`src/rtl/change_dispenser_pkg.sv`:
```
// Shared vending datapath definitions: money width, coin encodings/values, dispenser states.
package change_pkg;

    localparam int unsigned MONEY_W = 7;
    typedef logic [MONEY_W-1:0] money_t;

    // Same 2-bit encoding as the datapath add/divisor selects.
    typedef enum logic [1:0] {
        COIN_1  = 2'b00,
        COIN_2  = 2'b01,
        COIN_10 = 2'b10,
        COIN_20 = 2'b11
    } coin_t;

    localparam money_t VAL_1  = 7'd1;
    localparam money_t VAL_2  = 7'd2;
    localparam money_t VAL_10 = 7'd10;
    localparam money_t VAL_20 = 7'd20;

    typedef enum logic [2:0] {
        ST_IDLE   = 3'd0,
        ST_SELECT = 3'd1,
        ST_REQ    = 3'd2,
        ST_REL    = 3'd3,
        ST_DONE   = 3'd4,
        ST_ERR    = 3'd5
    } state_t;

endpackage

```
`src/rtl/change_dispenser_if.sv`:
```
// Controller/hopper-facing signals of change_dispenser; err exists only with CHANGE_TIMEOUT_EN.
interface change_dispenser_if;

    logic                         start;
    logic [change_pkg::MONEY_W-1:0] amount;
    logic                         coin_ack;
    logic                         coin_req;
    logic [1:0]                   coin_type;
    logic                         busy;
    logic                         done;
    logic [change_pkg::MONEY_W-1:0] remaining;
    logic [change_pkg::MONEY_W-1:0] coins_out;
`ifdef CHANGE_TIMEOUT_EN
    logic                         err;
`endif

    modport slave (
        input  start, amount, coin_ack,
        output coin_req, coin_type, busy, done, remaining, coins_out
`ifdef CHANGE_TIMEOUT_EN
        , err
`endif
    );

    modport master (
        output start, amount, coin_ack,
        input  coin_req, coin_type, busy, done, remaining, coins_out
`ifdef CHANGE_TIMEOUT_EN
        , err
`endif
    );

endinterface

```
`src/rtl/change_dispenser_coin_selector.sv`:
```
// Greedy coin choice: largest denomination not exceeding the amount still owed.
module coin_selector
    import change_pkg::*;
(
    input  money_t remaining,
    output coin_t  coin_type,
    output money_t denom
);

    always_comb begin
        coin_type = COIN_1;
        denom     = VAL_1;
        if (remaining >= VAL_20) begin
            coin_type = COIN_20;
            denom     = VAL_20;
        end else if (remaining >= VAL_10) begin
            coin_type = COIN_10;
            denom     = VAL_10;
        end else if (remaining >= VAL_2) begin
            coin_type = COIN_2;
            denom     = VAL_2;
        end
    end

endmodule

```
`src/rtl/change_dispenser.sv`:
```
// Pays out change as coins over a four-phase req/ack hopper handshake.
// Optional ack watchdog and ERR state enabled by defining CHANGE_TIMEOUT_EN.
module change_dispenser
    import change_pkg::*;
#(
    parameter int unsigned ACK_TIMEOUT = 255
) (
    input logic CLK,
    input logic RST_N,
    change_dispenser_if.slave bus
);

    if (ACK_TIMEOUT < 1 || ACK_TIMEOUT > 255) begin : g_cfg_check
        $error("change_dispenser: ACK_TIMEOUT must be within 1..255");
    end

    state_t state, state_n;
    money_t remaining_q, coins_q, denom_q, sel_denom;
    coin_t  coin_q, sel_type;
    logic   req_q, busy_q, done_q;

    coin_selector u_sel (
        .remaining (remaining_q),
        .coin_type (sel_type),
        .denom     (sel_denom)
    );

`ifdef CHANGE_TIMEOUT_EN
    localparam logic [7:0] ACK_LIMIT = 8'(ACK_TIMEOUT - 1);
    logic [7:0] wdog_q;
    logic       err_q;
`endif

    always_comb begin
        state_n = state;
        case (state)
            ST_IDLE:   if (bus.start) state_n = ST_SELECT;
            ST_SELECT: state_n = (remaining_q == '0) ? ST_DONE : ST_REQ;
            ST_REQ: begin
                if (bus.coin_ack) state_n = ST_REL;
`ifdef CHANGE_TIMEOUT_EN
                else if (wdog_q == ACK_LIMIT) state_n = ST_ERR;
`endif
            end
            ST_REL:    if (!bus.coin_ack) state_n = ST_SELECT;
            ST_DONE:   state_n = ST_IDLE;
`ifdef CHANGE_TIMEOUT_EN
            ST_ERR:    if (bus.start) state_n = ST_SELECT;
`endif
            default:   state_n = ST_IDLE;
        endcase
    end

    // Output flags are registered from the next state so they align with the state register.
    always_ff @(posedge CLK or negedge RST_N) begin
        if (!RST_N) begin
            state       <= ST_IDLE;
            req_q       <= 1'b0;
            busy_q      <= 1'b0;
            done_q      <= 1'b0;
            remaining_q <= '0;
            coins_q     <= '0;
            denom_q     <= '0;
            coin_q      <= COIN_1;
        end else begin
            state  <= state_n;
            req_q  <= (state_n == ST_REQ);
            busy_q <= (state_n != ST_IDLE);
            done_q <= (state_n == ST_DONE);
            if ((state == ST_IDLE || state == ST_ERR) && bus.start) begin
                remaining_q <= bus.amount;
                coins_q     <= '0;
            end
            if (state == ST_SELECT && remaining_q != '0) begin
                coin_q  <= sel_type;
                denom_q <= sel_denom;
            end
            if (state == ST_REL && !bus.coin_ack) begin
                remaining_q <= remaining_q - denom_q;
                coins_q     <= coins_q + money_t'(1);
            end
        end
    end

`ifdef CHANGE_TIMEOUT_EN
    always_ff @(posedge CLK or negedge RST_N) begin
        if (!RST_N) begin
            wdog_q <= '0;
            err_q  <= 1'b0;
        end else begin
            err_q <= (state_n == ST_ERR);
            if (state != ST_REQ) wdog_q <= '0;
            else                 wdog_q <= wdog_q + 8'd1;
        end
    end

    assign bus.err = err_q;
`endif

    assign bus.coin_req  = req_q;
    assign bus.coin_type = coin_q;
    assign bus.busy      = busy_q;
    assign bus.done      = done_q;
    assign bus.remaining = remaining_q;
    assign bus.coins_out = coins_q;

endmodule

```
`src/flat_wrapper.sv`:
```
// flat-port wrapper written by rule: the top's interface ports become plain ports
module change_dispenser_flat import change_pkg::*;
#(
    parameter int unsigned ACK_TIMEOUT = 255
)
  (CLK, RST_N, bus_start, bus_amount, bus_coin_ack, bus_coin_req, bus_coin_type, bus_busy, bus_done, bus_remaining, bus_coins_out);
  change_dispenser_if bus_i ();
  input logic CLK;
  input logic RST_N;
  input wire logic [$bits(bus_i.start)-1:0] bus_start;
  input wire logic [$bits(bus_i.amount)-1:0] bus_amount;
  input wire logic [$bits(bus_i.coin_ack)-1:0] bus_coin_ack;
  output wire logic [$bits(bus_i.coin_req)-1:0] bus_coin_req;
  output wire logic [$bits(bus_i.coin_type)-1:0] bus_coin_type;
  output wire logic [$bits(bus_i.busy)-1:0] bus_busy;
  output wire logic [$bits(bus_i.done)-1:0] bus_done;
  output wire logic [$bits(bus_i.remaining)-1:0] bus_remaining;
  output wire logic [$bits(bus_i.coins_out)-1:0] bus_coins_out;
  assign bus_i.start = bus_start;
  assign bus_i.amount = bus_amount;
  assign bus_i.coin_ack = bus_coin_ack;
  assign bus_coin_req = bus_i.coin_req;
  assign bus_coin_type = bus_i.coin_type;
  assign bus_busy = bus_i.busy;
  assign bus_done = bus_i.done;
  assign bus_remaining = bus_i.remaining;
  assign bus_coins_out = bus_i.coins_out;
  change_dispenser #(.ACK_TIMEOUT(ACK_TIMEOUT)) u_core (.CLK(CLK), .RST_N(RST_N), .bus(bus_i));
endmodule
```
`config.mk`:
```
export PLATFORM = sky130hd
export DESIGN_NAME = change_dispenser_flat
export DESIGN_NICKNAME = d
export VERILOG_FILES = /design/src/rtl/change_dispenser_pkg.sv /design/src/rtl/change_dispenser_if.sv /design/src/rtl/change_dispenser_coin_selector.sv /design/src/rtl/change_dispenser.sv /design/src/flat_wrapper.sv
export SDC_FILE = /design/constraint.sdc
export NUM_CORES = 1
export LEC_CHECK = 0
export ABC_CLOCK_PERIOD_IN_PS = 1900
export BUFFER_PORTS_ARGS = -buffer_cell sky130_fd_sc_hd__buf_2
export CAP_MARGIN = 20
export CORE_ASPECT_RATIO = 0.75
export CORE_MARGIN = 2
export CORE_UTILIZATION = 48
export DETAILED_ROUTE_END_ITERATION = 6
export GPL_TIMING_DRIVEN = 0
export PLACE_DENSITY = 0.79
export REMOVE_ABC_BUFFERS = 1
export SLEW_MARGIN = 0
export SYNTH_ARGS = -nofsm -noshare
export SYNTH_HDL_FRONTEND = slang
export SYNTH_SLANG_ARGS = --single-unit
```
`constraint.sdc`:
```
create_clock -name CLK -period 1.9 [get_ports CLK]
set_clock_uncertainty 0.15 [all_clocks]
set_input_delay 0 -clock CLK [delete_from_list [all_inputs] [get_ports CLK]]
set_output_delay 0 -clock CLK [all_outputs]
set_load 0.02 [all_outputs]
```
-- After elaboration in Yosys (flattened, before gate mapping)
Index checks and enable logic that the tools add are counted.
W data, S select, Z words.
- register bits after elaboration: 29
- logic and storage cells: 44
- output and inout port bits: 19
- add/subtract/negate cells: 2
- eq/ne operators: 6
- $lt $le $gt $ge: 3
- reduce and logical (&&, ||, !) cells: 10
- mux-type cells: 15
- operators with widths (kind ; count):
    $mux W7 ; 4
    $mux W3 ; 4
    $pmux W3 S4 ; 1
    $eq A3 B2 Y1 const B ; 3
    $add A7 B1 Y7 const B ; 1
    $ge A7 B2 Y1 const B ; 1
    $ge A7 B4 Y1 const B ; 1
    $ge A7 B5 Y1 const B ; 1
    $logic_not A7 Y1 ; 1
    $reduce_bool A7 Y1 ; 1
    $sub A7 B7 Y7 ; 1
    $eq A3 B3 Y1 const B ; 2
    $mux W2 ; 3
    $mux W5 ; 1
    $mux W4 ; 1
    $eq A3 B1 Y1 const B ; 1
    $logic_and A1 B1 Y1 ; 3
    $logic_not A3 Y1 ; 1
    $reduce_bool A3 Y1 ; 1
    $reduce_bool A2 Y1 ; 1
    $logic_not A1 Y1 ; 1
    $logic_or A1 B1 Y1 ; 1
    $mux W1 ; 1

-- Logic depth before layout (Yosys ltp)
Gate-level depths: netlist (run 1).
- depth after elaboration: 5
- gate-level depth with buffers: 8
- mapped depth without buffers: 8

-- Cells and area by module
Synthesis (run 1) repeated with hierarchy kept, for this count alone.
- cells, all modules: 175
- area, all modules: 1731.7 um2
- modules (own cells, without submodules) (module ; area an instance (um2) ; times used ; cells an instance ; sequential area each (um2)):
    change_dispenser ; 1621.6 ; 1 ; 157 ; 725.7
    coin_selector ; 110.1 ; 1 ; 18 ; 0.0

-- Worst setup path before layout (run 1)
OpenSTA, ideal clock, no wires.
- kind: register to register
- from: reg u_core.remaining_q[0], in the netlist u_core.bus.remaining[0]
- to: reg u_core.remaining_q[6], in the netlist u_core.bus.remaining[6]
- slack: -128 ps
- setup time: 125 ps
- data arrival time: 1753 ps
- stages on the path, launching flop included: 9
- buffers on the path: 0
- period minus slack after synthesis: 2028 ps
- required time: 1625 ps
- cells stage by stage: dfrtp_1 > inv_1 > ha_1 > fa_1 > nor2b_1 > o31a_1 > o21ai_0 > a21oi_1 > nor2_1
- longest elaborated chain between the ends: 2
- RTL lines (what ; RTL line ; RTL):
    start, declared ; change_dispenser.sv:18 ; money_t remaining_q, coins_q, denom_q, sel_denom;
    start signal, assigned ; change_dispenser.sv:71 ; remaining_q <= bus.amount;
    start signal, assigned ; change_dispenser.sv:79 ; remaining_q <= remaining_q - denom_q;
    $sub A7 B7 Y7 ; change_dispenser.sv:79 ;
    $mux W7 ; change_dispenser.sv:78 ; if (state == ST_REL && !bus.coin_ack) begin
No other way between the ends.
A chain may end at the register's enable or synchronous reset.

-- Final worst setup path (run 1)
- from: reg u_core.remaining_q[5], in the netlist u_core.bus.remaining[5]
- to: reg u_core.denom_q[0]
- longest elaborated chain between the ends: 4
- elaborated cells between the ends (all ways): 8
- classes of those cells: order compare: 3; mux: 3; reduce/logical: 2
- RTL lines (what ; RTL line ; RTL):
    $ge A7 B2 Y1 ; change_dispenser_coin_selector.sv:19 ; end else if (remaining >= VAL_2) begin
    $mux W2 ; change_dispenser_coin_selector.sv:19 ;
    $mux W4 ; change_dispenser_coin_selector.sv:16 ; end else if (remaining >= VAL_10) begin
    $mux W5 ; change_dispenser_coin_selector.sv:13 ; if (remaining >= VAL_20) begin
    end signal, assigned ; change_dispenser.sv:76 ; denom_q <= sel_denom;
    end, declared ; change_dispenser.sv:18 ;
Several ways; a longest one is shown, not always the timed one.

==> results of run 1 <==
worst max-delay path: stages, from the launching register on:
cell	delay, ps
dfrtp_2	450
or4_4	570
mux2_4	330
nor2_4	100
inv_1	70
o21ai_1	120
cell usage after synthesis, types with 3 or more instances:
master / count
nor3_1: 3
o22ai_1: 3
o21a_1: 4
a21oi_1: 7
mux2i_1: 3
dfrtp_1: 26
or2_2: 4
clkbuf_1: 3
or3_1: 3
nand3_1: 6
ha_1: 6
inv_1: 8
o21ai_0: 9
nor2_1: 18
nand2_1: 17
metrics by stage:
step,worst slack (ps),area [um^2]
CTS,-4.89,1830
global route,-40.6,1880
finish,38.5,1880
global placement,-177,1590
detailed placement,-269,1590
floorplan,-128,1390
state kept, by name, summed over array words and instances (netlist names):
signal	cells
u_core.bus.coin_req	1
u_core.bus.remaining	7
u_core.bus.coin_type	2
u_core.bus.busy	1
u_core.denom_q	4
u_core.state	3
u_core.bus.coins_out	7
u_core.bus.done	1
routing by layer:
layer | up-vias | global-route usage [%] | wire length [um]
li1 | 628 | - | -
met1 | 641 | 28.0 | 1520
met2 | 44 | 37.2 | 1680
met3 | 4 | 6.17 | 197
met4 | 0 | 4.08 | 25
met5 | - | 0 | 0
area by class of cell:
class / instances / area [um^2] / area share [%]
flip-flops and latches: 26 / 653 / 34.7
inverters: 8 / 30.0 / 1.59
multi-input cells: 112 / 759 / 40.3
clock buffers: 4 / 55.1 / 2.92
well taps: 38 / 47.5 / 2.52
repair buffers: 51 / 338 / 17.9
worst min path at each step:
stage                              endpoint
after floorplan             u_core.bus.busy
after global placement    u_core.denom_q[1]
after detailed placement  u_core.denom_q[1]
after CTS                 u_core.denom_q[1]
after global routing      u_core.denom_q[0]
final                     u_core.denom_q[0]
kinds of logic (layout without fill, tap and decap cells):
group,after synthesis,count (layout)
compound gates,34,34
fa+ha+maj,7,7
simple gates,65,65
buf+inv,12,63
xor+xnor,2,2
mux,4,4
flops,26,26
power breakdown:
| part | total, mW | switching, mW | internal, mW |
|---|---|---|---|
| sequential | 0.967 | 0.224 | 0.744 |
| clock | 0.352 | 0.167 | 0.185 |
| combinational | 1.71 | 0.909 | 0.802 |
what timing repair did:
action	CTS	global route
pin swaps	8	6
cloned	0	0
hold buffers	11	0
setup endpoints to repair	9	14
buffers inserted	8	3
gates resized for setup	6	8
endpoints found under the hold margin	38	0
==> summary.md, run 1 <==
| Metric | Value |
|---|---|
| Register area share after synthesis | 46.0% |
| Reg2reg path depth | 5 |
| Syn avg cell area | 9.43 um^2 |
| CTS tree | built |
| Final net count | 220 |
| Crit Path Max Fanout | 5 |
| Post-Layout Cell Count | 239 |
| Post-Synth Simple-Gate Area | 23.9% |
| Clock Path Buffers | 2 |
| Clk Latency, worst-skew pair | 270 ps |
| Routed vias | 1,317 |
| Fraction of synthesized cell area in xor and xnor cells | 1.24% |
| IO Pins | 30 |
| Diodes inserted | 0 |
| Root Buffer | clkbuf_8 |
| R2R Path Start | u_core.bus.remaining[5] |
| First-iteration detailed-routing DRC count | 58 |
| Synthesized cell area | 1420 um^2 |
| Total design power | 3.03 mW |
| Cts bufs inserted | 3 |
| Startpoint Class | flip-flop |
| Commonest non-fill, non-tap cell in the layout | buf_2 |
| Area of the core | 2870 um^2 |
| Post-route DRC | 0 |
| Final-report max-slew violation count | 0 |
| FF-to-FF End | u_core.denom_q[0] |
| Die X | 66.7 um |
| Die area | 3400 um^2 |
| Share of cells above drive strength 1 | 31.8% |
| Outcome | finished clean |
| Clk sinks | 26 |
| PortBufs | 29 |
| First-pass GRT wire length | 5630 um |
| CP Launch Point | u_core.bus.remaining[5] |
| Mux cell area share after synthesis | 3.18% |
| FILL cells | 238 |
| Synth Area in Adders | 6.72% |
| Synth async-reset ratio | 100% |
| Fmax achieved | 537 MHz |
| Capture point of the worst path | u_core.denom_q[0] |
| Height of the die | 51.0 um |
| Worst hold path class | input port to asynchronous set/reset pin |
| CP Data Required Time | 1950 ps |
| Nature of the critical path endpoint | flip-flop |
| Util after Layout | 65.6% |
| Leading area contributor after synthesis | dfrtp_1 |
| Hpwl dp | 2300 um |
| Synthesis-stage register bit count | 26 |
| Routed WL per cell | 14.3 um |
| Clock edge transition at the registers on the reported setup and hold paths | 80 ps |
| GR Overflow Total | 0 |
| PD cells | 1610 nW/um^2 |
| DRT Pass-1 Iters | 4 |
| Synth area leaders | dfrtp_1 46%, ha_1 5.3%, nor2_1 4.8% |
| R2r setup slk | 40 ps |
| H-tree depth | 1 |
| Most frequent cells in the layout | 29 x buf_2, 24 x dfrtp_1, 18 x nor2_1 |
| Hold Vio Cnt, Final | 0 |
| Max Cap Violations | 0 |
| Largest net degree at the start of global routing | 27 |
| Crit path kind | flip-flop to flip-flop |
| Worst rel slew slack | 61.8% |
| Initial antenna violation count | 0 |
| Number of instances in the placed design | 213 |
| Final period utilization | 98.0% |
| Synth-to-layout area growth | 33.1% |
| Final Routed Wirelength | 3420 um |
| Post-synth EDFFs | 0 |
| Vias per cell | 5.51 |
| Post-synthesis compound-gate area fraction | 15.3% |
| Final Critical Period | 1860 ps |
| # rows | 17 |
| GPL Wtd Cong | 0.857 |
| Crit path DAT | 1910 ps |
| Vias in the first global route | 1,212 |
| Routed Antenna Nets | 0 |
| Synth warn | 0 |
| Gr usage total | 21.8% |
| Setup Total Neg Slack | 0 ps |
| Synth top area share | 46.0% |
| Slew @ Worst Pin | 573 ps |
| Final setup fails | 0 |
| LEAKAGE | 0.889 nW |
| Yosys cell types | 37 |
| Initial core utilization | 49.3% |
| Worst Hold Slack | 99.5 ps |
| Ys flop type | dfrtp_1 |
| Largest family of logic cells by synthesized area | simple AND/OR/NAND/NOR gates |
| RSZ-0062 raised after global routing | yes |
| Max VDD drop | 0.000969 V |
| Cell count after synthesis | 150 |
No activity file was read; power rests on OpenSTA's default activity.
==> run 2, diff against run 1 <==
CORE_MARGIN = unset   (was 2)
CORE_UTILIZATION = 50   (was 48)
PLACE_DENSITY = 0.8   (was 0.79)
SYNTH_HIERARCHICAL = 1   (was unset)
==> summary.md, run 2 <==
| Metric | Value |
|---|---|
| Routed vias | 1,582 (+20%) |
| Clock share of power | 12.3% (+0.7 points) |
| Syn avg cell area | 9.90 um^2 (+4.9%) |
| Final WS setup | -148 ps (-187 ps) |
| Clk sinks | 29 (+12%) |
| Clock Path Buffers | 2 (unchanged) |
| Post-synth EDFFs | 0 (unchanged) |
| Initial core utilization | 52.7% (+3.4 points) |
| H-tree depth | 2 (+1) |
| Max VDD drop | 0.00102 V (+5.6%) |
| Largest net degree at the start of global routing | 30 (+11%) |
| Switching part of the total power | 45.5% (+2.6 points) |
| Die area | 3710 um^2 (+8.9%) |
| Gate power share | 59.9% (+3.4 points) |
| Routed Antenna Nets | 0 (unchanged) |
| Nature of the critical path endpoint | flip-flop |
| Yosys cell types | 46 (+24%) |
| Cts bufs inserted | 5 (+2) |
| First-iteration detailed-routing DRC count | 130 (+120%) |
| Worst hold path class | input port to flip-flop |
| Synthesized cell area | 1730 um^2 (+22%) |
| Synth-to-layout area growth | 33.6% |
| Critical Path Max Stage Delay | 560 ps (about the same) |
| Cell count after synthesis | 175 (+17%) |
| Final Routed Wirelength | 4760 um (+39%) |
| Fmax achieved | 488 MHz (-9.1%) |
| Max Cap Violations | 0 (unchanged) |
| Hold Vio Cnt, Final | 0 (unchanged) |
| Synth warn | 6 (+6) |
| Buf/Inv on CP | 1 (unchanged) |
| Slew @ Worst Pin | 663 ps (+89.9 ps) |
| Most common cell in the netlist | dfrtp_1 |
| Flop pwr share | 27.8% (-4.1 points) |
| Synth area leaders | dfrtp_1 42%, ha_1 5.1%, nor2_1 3.9% |
| CTS tree | built |
| PortBufs | 29 (unchanged) |
| GPL Wtd Cong | 0.778 (-9.3%) |
| Root Buffer | clkbuf_8 |
| Failing checks | setup timing |
| Clk Latency, worst-skew pair | 290 ps (+20 ps) |
| Cell Int Power | 2.18 mW (+26%) |
| Util after Layout | 70.4% (+4.8 points) |
| Synth async-reset ratio | 100% (unchanged) |
| Final net count | 247 (+12%) |
| # rows | 18 (+1) |
| CP Data Required Time | 1910 ps (-40 ps) |
| Final setup fails | 15 (+15) |
| Diodes inserted | 0 (unchanged) |
| LEAKAGE | 1.02 nW (+15%) |
| PD cells | 1730 nW/um^2 (+7.5%) |
| RSZ-0062 raised after global routing | yes |
| Ys flop type | dfrtp_1 |
| Worst rel slew slack | 55.8% (-6.0 points) |
| Outcome | finished with violations |
| Crit path kind | flip-flop to flip-flop |
| Register area share after synthesis | 41.9% (-4.1 points) |
| Gr usage total | 25.0% (+3.1 points) |
| Vias in the first global route | 1,404 (+16%) |
| Height of the die | 53.0 um (+3.8%) |
| Share of cells above drive strength 1 | 42.4% (+11 points) |
| Critical Path, Cell by Cell | or4_4 > nor4_4 > buf_4 > nor3b_4 > a21oi_2 > nor2_1 |
| Synthesis-stage register bit count | 29 (+12%) |
| Die X | 70.0 um (+4.9%) |
| Synth top area share | 41.9% (-4.1 points) |
| Initial antenna violation count | 0 (unchanged) |
| Final Critical Period | 2050 ps (+187 ps) |
| Startpoint Class | flip-flop |
| R2r setup slk | -150 ps (-190 ps) |
| Clock edge transition at the registers on the reported setup and hold paths | 60 ps (-20 ps) |
| Crit path DAT | 2060 ps (+150 ps) |
| Final-report max-slew violation count | 0 (unchanged) |
| Vias per cell | 5.88 (+6.7%) |
| GR Overflow Total | 0 (unchanged) |
| Hpwl dp | 2550 um (+11%) |
| Leading area contributor after synthesis | dfrtp_1 |
| Setup Total Neg Slack | -910 ps (-910 ps) |
| Most frequent cells in the layout | 29 x buf_2, 22 x dfrtp_1, 17 x nor2_1 |
| Post-route DRC | 0 (unchanged) |
| Area of the core | 3290 um^2 (+15%) |
| Final period utilization | 108% (+9.8 points) |
| Crit-path slowest cell | or4_4 |
| IO Pins | 30 (unchanged) |
| First-pass GRT wire length | 6770 um (+20%) |
| Synth top cells by count | 29 x dfrtp_1, 18 x nor2_1, 12 x nand2_1 |
| Commonest non-fill, non-tap cell in the layout | buf_2 |
| Top delay family on crit path | simple AND/OR/NAND/NOR gates |
| Crit Path Max Fanout | 3 (-2) |
| Sw power | 1.82 mW (+40%) |
| Routed WL per cell | 17.7 um (+24%) |
| DRT Pass-1 Iters | 4 (unchanged) |
## run 2: area by class of cell
| type | count | area [um^2] |
|---|---|---|
| multi-input cells | 128 | 1050 |
| inverters | 10 | 37.5 |
| flip-flops and latches | 29 | 734 |
| clock buffers | 8 | 80.1 |
| well taps | 40 | 50.0 |
| fillers | 225 | 975 |
| repair buffers | 54 | 362 |
## run 2: layer usage
layer	part of all wire [%]	track usage (%)	vias to the layer above
met1	42	32.8	759
met5	0	0	-
met4	3.3	11.3	0
met3	8.0	6.67	14
li1	-	-	732
met2	46	39.1	77
## run 2: repair_timing
action	4_1_cts	5_1_grt
pin swaps	3	10
setup endpoints to repair	23	20
resized for setup	16	22
cloned	0	1
endpoints found under the hold margin	38	0
hold buffers	10	0
setup buffers	11	5
## run 2: through the flow
stage          cell area, um^2  power (mW)  std cells  hold slack, ps  setup slack (ps)
2_1_floorplan             1670        2.35        166            -446              -289
3_3_place_gp              1860        2.74        235           -79.6              -371
3_5_place_dp              1860        2.81        235           -78.9              -460
4_1_cts                   2150        3.57        263            71.1              -160
5_1_grt                   2310        4.23        269            89.9              -218
6_report                  2310        4.00        269            70.2              -148
## run 2: cells by family after synthesis
family                   Yosys count  synth area share [%]
AND/OR/NAND/NOR                   62                  21.3
AO/OA/AOI/OAI                     46                  18.0
flip-flops                        29                  41.9
buffers and inverters             20                  6.07
adder cells (fa/ha/maj)            8                  6.21
multiplexers                       7                  5.27
XOR/XNOR                           2                  1.01
other                              1                 0.217
## run 2: path summary, 6_finish.rpt
check | to | from | cells after the start
max in group asynchronous | u_core/bus.remaining[2] | RST_N | 2
min reg2reg | u_core/bus.coins_out[6] | u_core/bus.coins_out[6] | 1
max reg2reg | u_core/state[1] | u_core/bus.remaining[4] | 6
max | u_core/state[1] | u_core/bus.remaining[4] | 6
min | u_core/bus.remaining[5] | bus_amount[5] | 4
min in group asynchronous | u_core/denom_q[3] | RST_N | 2
## run 2: power by group through the flow
stage          sequential, mW  combinational (mW)  clock, mW
2_1_floorplan            1.21                1.14          0
3_3_place_gp             1.12                1.62          0
3_5_place_dp             1.13                1.68          0
4_1_cts                  1.04                2.03      0.496
5_1_grt                  1.14                2.58      0.521
6_report                 1.11                2.40      0.492
## run 2: worst register-to-register path, stage by stage (launching register included)
cell     delay, ps
dfrtp_2        430
or4_4          560
nor4_4         270
buf_4          210
nor3b_4         60
a21oi_2        180
nor2_1          70
==> run 3, diff against run 2 <==
BUFFER_PORTS_ARGS = -buffer_cell sky130_fd_sc_hd__buf_4   (was -buffer_cell sky130_fd_sc_hd__buf_2)
==> summary.md, run 3 (same netlist as run 2, synthesis figures left out) <==
| Metric | Value |
|---|---|
| Outcome | finished with violations |
| Failing checks | setup timing |
| CTS tree | built |
| Gr usage total | 25.3% (+0.32 points) |
| Final WS setup | -161 ps (-13.1 ps) |
| R2r setup slk | -160 ps (about the same) |
| Nature of the critical path endpoint | flip-flop |
| Max VDD drop | 0.00109 V (+6.9%) |
| Final Routed Wirelength | 4920 um (+3.2%) |
| Worst hold path class | input port to asynchronous set/reset pin |
| Met2 Usage GRT | 42.9% (+3.8 points) |
| Hpwl dp | 2630 um (+3.1%) |
| Vias in the first global route | 1,467 (+4.5%) |
| Crit Path Max Fanout | 3 (unchanged) |
| Final setup fails | 11 (-4) |
| GPL Wtd Cong | 0.770 (-0.95%) |
| Final net count | 251 (+1.6%) |
| Reg2reg path depth | 7 (+1) |
| Hold Vio Cnt, Final | 0 (unchanged) |
| Fmax achieved | 485 MHz (-0.64%) |
| Area of the core | 3290 um^2 (unchanged) |
| Cts bufs inserted | 5 (unchanged) |
| DRT Pass-1 Iters | 4 (unchanged) |
| Commonest non-fill, non-tap cell in the layout | buf_4 |
| Final-report max-slew violation count | 0 (unchanged) |
| Worst Hold Slack | 34.3 ps (-36.0 ps) |
| Routed Antenna Nets | 0 (unchanged) |
| Clock edge transition at the registers on the reported setup and hold paths | 60 ps (about the same) |
| PD cells | 1780 nW/um^2 (+2.7%) |
| H-tree depth | 2 (unchanged) |
| Met3 GRT Util | 8.00% (+1.3 points) |
| Routed vias | 1,614 (+2.0%) |
| Clk Latency, worst-skew pair | 280 ps (about the same) |
| Final period utilization | 108% (+0.69 points) |
| Root Buffer | clkbuf_8 |
| PortBufs | 29 (unchanged) |
| Clock Path Buffers | 2 (unchanged) |
| Share of cells above drive strength 1 | 44.6% (+2.3 points) |
| Vias per cell | 5.91 (+0.53%) |
| CP Data Required Time | 1960 ps (+50 ps) |
| Height of the die | 53.0 um (unchanged) |
| Post-route DRC | 0 (unchanged) |
| # rows | 18 (unchanged) |
| First-iteration detailed-routing DRC count | 105 (-19%) |
| Routed WL per cell | 18.0 um (+1.7%) |
| Placed cell areas | 1940 um^2 (+3.9%) |
| Layer with the highest usage | met2 |
| Crit path DAT | 2120 ps (+60 ps) |
| DP Worst Slack | -491 ps (-31.8 ps) |
| First-pass GRT wire length | 6940 um (+2.6%) |
| Final non-filler cell area | 2440 um^2 (+5.6%) |
| IO Pins | 30 (unchanged) |
| FILL cells | 204 (-9.3%) |
| RSZ-0062 raised after global routing | yes |
| Number of instances in the placed design | 235 (unchanged) |
| LEAKAGE | 1.07 nW (+4.5%) |
| Die area | 3710 um^2 (unchanged) |
| Post-Layout Cell Count | 273 (+1.5%) |
| Clk sinks | 29 (unchanged) |
| Util after Layout | 74.3% (+4.0 points) |
| GRT met1 Usage | 30.8% (-2.1 points) |
| Largest net degree at the start of global routing | 30 (unchanged) |
| Setup Total Neg Slack | -745 ps (+164 ps) |
| Die X | 70.0 um (unchanged) |
| Initial core utilization | 52.7% (unchanged) |
| Startpoint Class | flip-flop |
| R2R Path Start | u_core/denom_q[0] |
| Initial antenna violation count | 0 (unchanged) |
| Diodes inserted | 0 (unchanged) |
| GR Overflow Total | 0 (unchanged) |
| Final Critical Period | 2060 ps (+13.1 ps) |
| Most frequent cells in the layout | 46 x buf_4, 21 x dfrtp_1, 17 x nor2_1 |
| Crit path kind | flip-flop to flip-flop |
| FF-to-FF End | u_core/bus.remaining[6] |
| Max Cap Violations | 0 (unchanged) |
| Synth-to-layout area growth | 41.1% |
| Total design power | 4.34 mW (+8.5%) |
## run 3: changes by cell type in the layout (fill, tap and decap cells not counted), sizes merged
| cell | before | now |
|---|---|---|
| clkinv | 0 | 2 |
| dlygate4sd3 | 10 | 9 |
| buf | 44 | 50 |
| nor4b | 2 | 1 |
| clkbuf | 8 | 6 |
## run 3: worst max-delay path by stage
stage,end,slack (ps),cells past startpoint,startpoint
after CTS,u_core/bus.coin_type[0],-200,5,u_core/bus.remaining[3]
after floorplan,u_core/bus.remaining[6],-290,6,u_core/bus.remaining[2]
after global routing,u_core/bus.remaining[6],-210,7,u_core/denom_q[0]
final,u_core/bus.remaining[6],-160,7,u_core/denom_q[0]
after global placement,u_core/bus.remaining[6],-370,6,u_core/bus.remaining[2]
after detailed placement,u_core/bus.remaining[6],-490,6,u_core/bus.remaining[2]
## run 3: metal layers
metal,vias up,share of wire [%]
met4,0,2.0
li1,731,-
met5,-,0
met3,16,7.6
met1,789,43
met2,78,48
## run 3: power breakdown
group / switching, mW / internal [mW]
clock network: 0.228 / 0.253
logic: 1.46 / 1.32
registers: 0.248 / 0.839
## run 3: final cells by class
class                           count  area (um^2)  share of cell area [%]
Clock buffer                        6         72.6                    2.97
Clock inverter                      2         10.0                   0.410
Inverter                           10         37.5                    1.54
Multi-Input combinational cell    127         1060                    43.3
Sequential cell                    29          736                    30.1
Tap cell                           40         50.0                    2.05
Timing Repair Buffer               59          480                    19.7
## run 3: timing repair
action,in CTS,in global routing
resized for setup,23,19
endpoints found under the setup margin,22,21
pin swaps,6,11
hold buffers,9,0
endpoints found under the hold margin,38,0
setup buffers,14,8
## run 3: critical path, stage by stage (launching register included)
cell and delay, ps:
dfrtp_1 430, ha_4 180, fa_2 360, nor2b_4 170, o31a_1 240, o311ai_4 130, o31a_1 250, o21ai_1 70
